$ cat src/rtl/led_cycle_if.sv
// Board-side bundle for the LED chaser: raw button pins in, LED bank out.
interface led_cycle_if;
  logic [4:0]  buttons;
  logic [15:0] led;

  modport master (output buttons, input led);
  modport slave  (input buttons, output led);
endinterface

$ cat src/rtl/led_cycle.sv
// Single-lit LED chaser: rotates a one-hot pattern across 16 LEDs at a
// button-selected rate (highest pressed button index picks the speed).
module led_cycle #(
  parameter int DIV_SLOW   = 25_000_000,
  parameter int SHIFT_STEP = 2,
  parameter int CNT_W      = 25
) (
  input  logic        clk,
  input  logic        rst_n,  // active-high despite the name
  led_cycle_if.slave  io
);

  logic [4:0]       sync1, sync2;
  logic [2:0]       level;
  logic [CNT_W-1:0] cnt, period_m1;
  logic             step;
  logic [15:0]      led_q;
  logic             led_onehot;

  // Buttons are asynchronous board pins; only the second stage feeds logic.
  always_ff @(posedge clk or posedge rst_n) begin
    if (rst_n) begin
      sync1 <= '0;
      sync2 <= '0;
    end else begin
      sync1 <= io.buttons;
      sync2 <= sync1;
    end
  end

  always_comb begin
    level = 3'd0;
    if      (sync2[4]) level = 3'd4;
    else if (sync2[3]) level = 3'd3;
    else if (sync2[2]) level = 3'd2;
    else if (sync2[1]) level = 3'd1;
  end

  always_comb begin
    period_m1 = CNT_W'(DIV_SLOW - 1);
    case (level)
      3'd1:    period_m1 = CNT_W'((DIV_SLOW >> (1 * SHIFT_STEP)) - 1);
      3'd2:    period_m1 = CNT_W'((DIV_SLOW >> (2 * SHIFT_STEP)) - 1);
      3'd3:    period_m1 = CNT_W'((DIV_SLOW >> (3 * SHIFT_STEP)) - 1);
      3'd4:    period_m1 = CNT_W'((DIV_SLOW >> (4 * SHIFT_STEP)) - 1);
      default: period_m1 = CNT_W'(DIV_SLOW - 1);
    endcase
  end

  // ">=" so a speed-up while the count is already past the new period
  // still produces a step on the next cycle instead of a counter wrap.
  assign step = (cnt >= period_m1);

  always_ff @(posedge clk or posedge rst_n) begin
    if (rst_n)     cnt <= '0;
    else if (step) cnt <= '0;
    else           cnt <= cnt + CNT_W'(1);
  end

  assign led_onehot = (led_q != '0) && ((led_q & (led_q - 16'd1)) == '0);

  always_ff @(posedge clk or posedge rst_n) begin
    if (rst_n)
      led_q <= 16'h0001;
    else if (step)
      led_q <= led_onehot ? {led_q[14:0], led_q[15]} : 16'h0001;
  end

  assign io.led = led_q;

endmodule

$ cat src/flat_wrapper.sv
// flat-port wrapper written by rule: the top's interface ports become plain ports
module led_cycle_flat 
#(
  parameter int DIV_SLOW   = 25_000_000,
  parameter int SHIFT_STEP = 2,
  parameter int CNT_W      = 25
)
  (clk, rst_n, io_buttons, io_led);
  led_cycle_if io_i ();
  input  logic clk;
  input  logic rst_n;
  input wire logic [$bits(io_i.buttons)-1:0] io_buttons;
  output wire logic [$bits(io_i.led)-1:0] io_led;
  assign io_i.buttons = io_buttons;
  assign io_led = io_i.led;
  led_cycle #(.DIV_SLOW(DIV_SLOW), .SHIFT_STEP(SHIFT_STEP), .CNT_W(CNT_W)) u_core (.clk(clk), .rst_n(rst_n), .io(io_i));
endmodule
$ cat config.mk
export PLATFORM = sky130hd
export DESIGN_NAME = led_cycle_flat
export DESIGN_NICKNAME = d
export VERILOG_FILES = /design/src/rtl/led_cycle_if.sv /design/src/rtl/led_cycle.sv /design/src/flat_wrapper.sv
export SDC_FILE = /design/constraint.sdc
export NUM_CORES = 1
export LEC_CHECK = 0
export CORE_MARGIN = 3
export CORE_UTILIZATION = 30
export DETAILED_ROUTE_END_ITERATION = 6
export DONT_BUFFER_PORTS = 1
export PLACE_DENSITY_LB_ADDON = 0.2
export SETUP_SLACK_MARGIN = 0.02
export SLEW_MARGIN = 40
export SYNTH_ARGS = -nofsm -noshare
export SYNTH_HDL_FRONTEND = slang
export SYNTH_SLANG_ARGS = --single-unit
$ cat constraint.sdc
create_clock -name clk -period 3.3 [get_ports clk]
set_input_delay 0.66 -clock clk [delete_from_list [all_inputs] [get_ports clk]]
set_output_delay 0.66 -clock clk [all_outputs]
set_load 0.02 [all_outputs]
==> Word level (Yosys, flattened, before mapping) <==
Index checks and enable logic that the tools add are counted.
{ "word_totals": {"in_bits": 7, "regBits": 51} }
{ "classes": {"reduce_logical": 3, "n_eq_ne": 4, "bitwise": 1, "magnitude_cmp": 1, "mux": 7, "add_sub_neg": 2} }
{ "op_table": {"columns": ["cell", "n"], "rows": [
  ["one-hot mux 25 bit (4 select lines)", 1],
  ["adder 25 x 1 -> 25 bit, second input constant", 1],
  [">= comparator 25 bit", 1],
  ["2-to-1 mux 25 bit", 1],
  ["bitwise AND 16 bit", 1],
  ["logical NOT 16 bit", 1],
  ["2-to-1 mux 16 bit", 1],
  ["nonzero test 16 bit", 1],
  ["subtractor 16 x 1 -> 16 bit, second input constant", 1],
  ["2-to-1 mux 3 bit", 3],
  ["equality test 3 x 2 -> 1 bit, second input constant", 2],
  ["equality test 3 x 1 -> 1 bit, second input constant", 1],
  ["equality test 3 bit, second input constant", 1],
  ["logical AND 1 bit", 1],
  ["2-to-1 mux 1 bit", 1]
]} }

==> Depth between registers and ports, before layout <==
{ "logic_depth": {"ltp_word": 8, "depth_mapped": 14} }

==> Least setup slack after synthesis <==
Ideal clock, no wire load.
{ "synth_path": {"path_kind": "register to register", "from": "register u_core.sync2[4]", "to": "register u_core.led_q[11] (netlist: u_core.io.led[11])", "setup_time_ps": 125, "synth_period_minus_slack_ps": 2712, "path_stages_with_launch": 12, "setup_slack_ps": 588, "t_arrival_ps": 2588, "required_ps": 3175, "cell_sequence": "dfrtp_1 nor2_1 inv_1 nor2_1 inv_1 ha_1 nand4_1 nor3_1 nand3_1 o211ai_1 clkbuf_1 mux2_2"} }
{ "synth_between": {"elab_chain_cells": 4, "elab_cells_between_ends": 7} }
{ "synth_rtl": {"columns": ["item", "line", "source"], "rows": [
  ["from (decl)", "led_cycle.sv:13", "logic [4:0] sync1, sync2;"],
  ["from (signal assigned)", "led_cycle.sv:27", "sync2 <= sync1;"],
  ["2-to-1 mux 3 bit (*)", "led_cycle.sv:33", "if (sync2[4]) level = 3'd4;"],
  ["equality test 3 bit (tied with other cells)", "led_cycle.sv:41", "case (level)"],
  ["one-hot mux 25 bit (4 select lines) (*)", "led_cycle.sv:41", null],
  [">= comparator 25 bit (*)", "led_cycle.sv:52", "assign step = (cnt >= period_m1);"],
  ["to (signal assigned)", "led_cycle.sv:66", "led_q <= led_onehot ? {led_q[14:0], led_q[15]} : 16'h0001;"],
  ["to (decl)", "led_cycle.sv:17", "logic [15:0] led_q;"]
]} }
Mark *: on every way between the ends. The rest lies on a longest branch, timed or not.
A chain may end at the register's enable or synchronous reset.

==> Final worst setup path <==
{ "layout_path": {"from": "register u_core.sync2[4]", "to": "register u_core.led_q[12] (netlist: u_core.io.led[12])"} }
The elaborated chain is that of the path after synthesis.

==> results.toml <==
[finish]
drive_above_1_share_pct = 13.2
fin_cells = 382
most_frequent_cells_in_the_layout = "48 x sky130_fd_sc_hd__dfrtp_1, 37 x sky130_fd_sc_hd__nor2_1, 22 x sky130_fd_sc_hd__and3_1, 22 x sky130_fd_sc_hd__ha_1"
layout.nets = 301
layout.cells.most_common = "sky130_fd_sc_hd__dfrtp_1"
area_growth_pct = 8.82
final_cell_area_um2 = 3010

[synthesis]
synth.distinct_cells = 42
main_combinational_cell_family_by_area_after_synthesis = "simple AND/OR/NAND/NOR gates"
synth.yosys.warnings = 0
cell_types_occupying_the_most_area_after_synthesis = "sky130_fd_sc_hd__dfrtp_1 43%, sky130_fd_sc_hd__ha_1 9.9%, sky130_fd_sc_hd__mux2_2 5.7%, sky130_fd_sc_hd__nor2_1 5.0%, sky130_fd_sc_hd__and3_1 5.0%"
ys_seq_elements = 49
mappedNetlistArea_um2 = 2770
synth-compound-area-share_pct = 7.05
mappedNetlistNets = 298
synth_async_sr_flop_share_pct = 100
synth_largest_type_area_fraction_pct = 43.4
synthAdderAreaFrac_pct = 11.1
ys.flop_type = "sky130_fd_sc_hd__dfrtp_1"
synth_xor_xnor_area_share_pct = 6.96
yosysTopAreaCell = "sky130_fd_sc_hd__dfrtp_1"
avg_synthesized_cell_area_um2 = 10.3
synth_enable_flop_cells = 0
postSynthCellCount = 269
synth_simple_gate_area_share_pct = 20.8
synthMuxAreaShare_pct = 6.96
ys_seq_area_share_pct = 44.3

[clocking]
cts_tree = "yes"
post-cts-setup-buffers = 0
cts_inserted_buffers = 5
cts.htree.levels = 2
post_cts_sizing_count = 0
clock_tree.buffer_depth = 2
clk_pin_slew_ps = 100
ctsHoldBuffers = 0
clock_sinks = 49
clk_root_buffer_cell = "sky130_fd_sc_hd__clkbuf_8"
clk_latency_ps = 310

[timing]
finalHoldViolCount = 0
tightest_slew_margin_relative_to_the_limit_pct = 59.0
fin_setup_tns_ps = 0
worst_clock_skew_ps = 11.1
worstMarginPinSlew_ps = 615
share_of_the_clock_period_used_by_the_worst_path_after_layout_pct = 86.5
timing_max_transition_violations_final = 0
unrepaired_setup_endpoints_after_global_routing = "false"
setup_viol_count_final = 0
fmax_ghz = 0.350
final_period_minus_worst_setup_slack_ps = 2850

[drt]
drt_pass1_iterations = 4
drtAntennaViolNets = 0
drcViolationCount = 0
route.vias.total = 1935
routed_wl_um = 5700
routed_wire_length_per_instance_um = 14.9
detailedRoute.firstIterationViolations = 93
vias_per_cell = 5.07

[global_routing]
vias_in_the_first_global_route = 2058
total_grt_overflow = 0
grt_use_total_pct = 12.2
antenna_found_initial = 1
maximum_number_of_pins_on_one_net_before_global_route_repair = 50
grt_first_pass_wirelength_um = 10200

[floorplanning]
die_width_um = 102
row_count = 34
die-area_um2 = 10400
fp.coreArea_um2 = 8850
die_h_um = 102
floorplan.initialDensity_pct = 31.3
io_pins = 23

[worst_hold_path]
worstHoldPathType = "input port to asynchronous set/reset pin"

[job]
maxcap_viol_count = 0

[place]
post-place-cells = 373
placement.cell_area_um2 = 2910
detailed_place_hpwl_um = 4000
gp_congestion = 0.816
io_buffers = 0

[worst_setup_path]
critical_path_required_ps = 3500
worst_setup_path_end_kind = "register"
critical_path_fanouts_max = 27
critical_path_startpoint_category = "register"
worstPathArrival_ps = 3060
ff2ff_path_depth = 13
criticalPathCategory = "register to register"

[status]
run_status = "completed"

[power_and_ir_drop]
powerDensity_nw_per_um2 = 347
max-vdd-ir-drop_uv = 170
power.leakage_nw = 1.52
==> synth_stat cells, drive strengths merged (2+ instances only) <==
master / number
inv: 10
o21ai: 8
and3: 22
nand2: 10
o31a: 2
mux2i: 2
dfrtp: 48
nor3: 6
a21oi: 6
maj3: 3
or4: 2
and4: 4
nand4: 8
a211o: 2
nand2b: 2
o2111ai: 2
xnor2: 8
nand3: 9
or3: 3
nor4: 3
mux2: 15
xor2: 14
or2: 2
clkbuf: 7
nor2: 37
ha: 22
==> report_power, final <==
group	switching [mW]	total [mW]	internal, mW	leakage, nW
combinational	0.0282	0.0400	0.0119	0.821
clock	0.222	0.397	0.175	0.0518
sequential	0.00318	0.608	0.605	0.648
==> metrics by stage <==
stage               utilization [%]  power [mW]  setup WS, ps  hold WS [ps]
floorplan                         -       0.650           588           331
global placement               32.8       0.661           416           331
detailed placement             32.9       0.662           415           335
CTS                            34.0        1.07           389           323
global route                   34.0        1.10           132           333
finish                         34.0        1.04           445           292
==> kinds of logic after synthesis <==
family	after synthesis
buf+inv	18
simple gates	110
compound gates	28
xor+xnor	22
flops	49
fa+ha+maj	25
mux	17
==> worst max-delay path, cell delays in order (launching register included) <==
cell                       delay (ps)
sky130_fd_sc_hd__dfrtp_1          460
sky130_fd_sc_hd__nor2_1           170
sky130_fd_sc_hd__inv_1            100
sky130_fd_sc_hd__nor2_1           270
sky130_fd_sc_hd__nor2_1           130
sky130_fd_sc_hd__nor2_1           110
sky130_fd_sc_hd__ha_1             150
sky130_fd_sc_hd__nand4_1          100
sky130_fd_sc_hd__o21ai_0          170
sky130_fd_sc_hd__a21oi_1           90
sky130_fd_sc_hd__o31a_1           110
sky130_fd_sc_hd__o211ai_1         300
sky130_fd_sc_hd__buf_12           240
sky130_fd_sc_hd__mux2_2           350
==> flip-flops by register name (all words and copies together) (netlist names) <==
name           count
u_core.cnt        25
u_core.sync1       4
u_core.io.led     16
u_core.sync2       4
==> final timing paths <==
path                                            from                             to  slack, ps
max in group asynchronous                      rst_n       u_core.cnt[13]$_DFF_PP0_       2590
min                                            rst_n      u_core.sync1[3]$_DFF_PP0_        290
min reg2reg                u_core.sync1[4]$_DFF_PP0_      u_core.sync2[4]$_DFF_PP0_        360
max                        u_core.sync2[4]$_DFF_PP0_  u_core.io.led[12]$_DFFE_PP0P_        450
max reg2reg                u_core.sync2[4]$_DFF_PP0_  u_core.io.led[12]$_DFFE_PP0P_        450
min in group clk           u_core.sync1[4]$_DFF_PP0_      u_core.sync2[4]$_DFF_PP0_        360
==> area by class of cell <==
type	count	area (um^2)
Fill cell	931	5840
Multi-Input combinational cell	202	1460
Sequential cell	49	1230
Tap cell	108	135
Clock buffer	6	82.6
Timing Repair Buffer	4	42.5
Inverter	10	40.0
Clock inverter	2	17.5
Antenna cell	1	2.50
==> layer usage <==
layer / up-vias / global-route usage, % / routed length, um
met5: - / 0 / 0
met4: 0 / 3.03 / 46
met3: 4 / 4.51 / 308
met2: 29 / 20.4 / 2730
met1: 937 / 15.1 / 2620
li1: 965 / - / -
(Power assumes the default switching activity.)
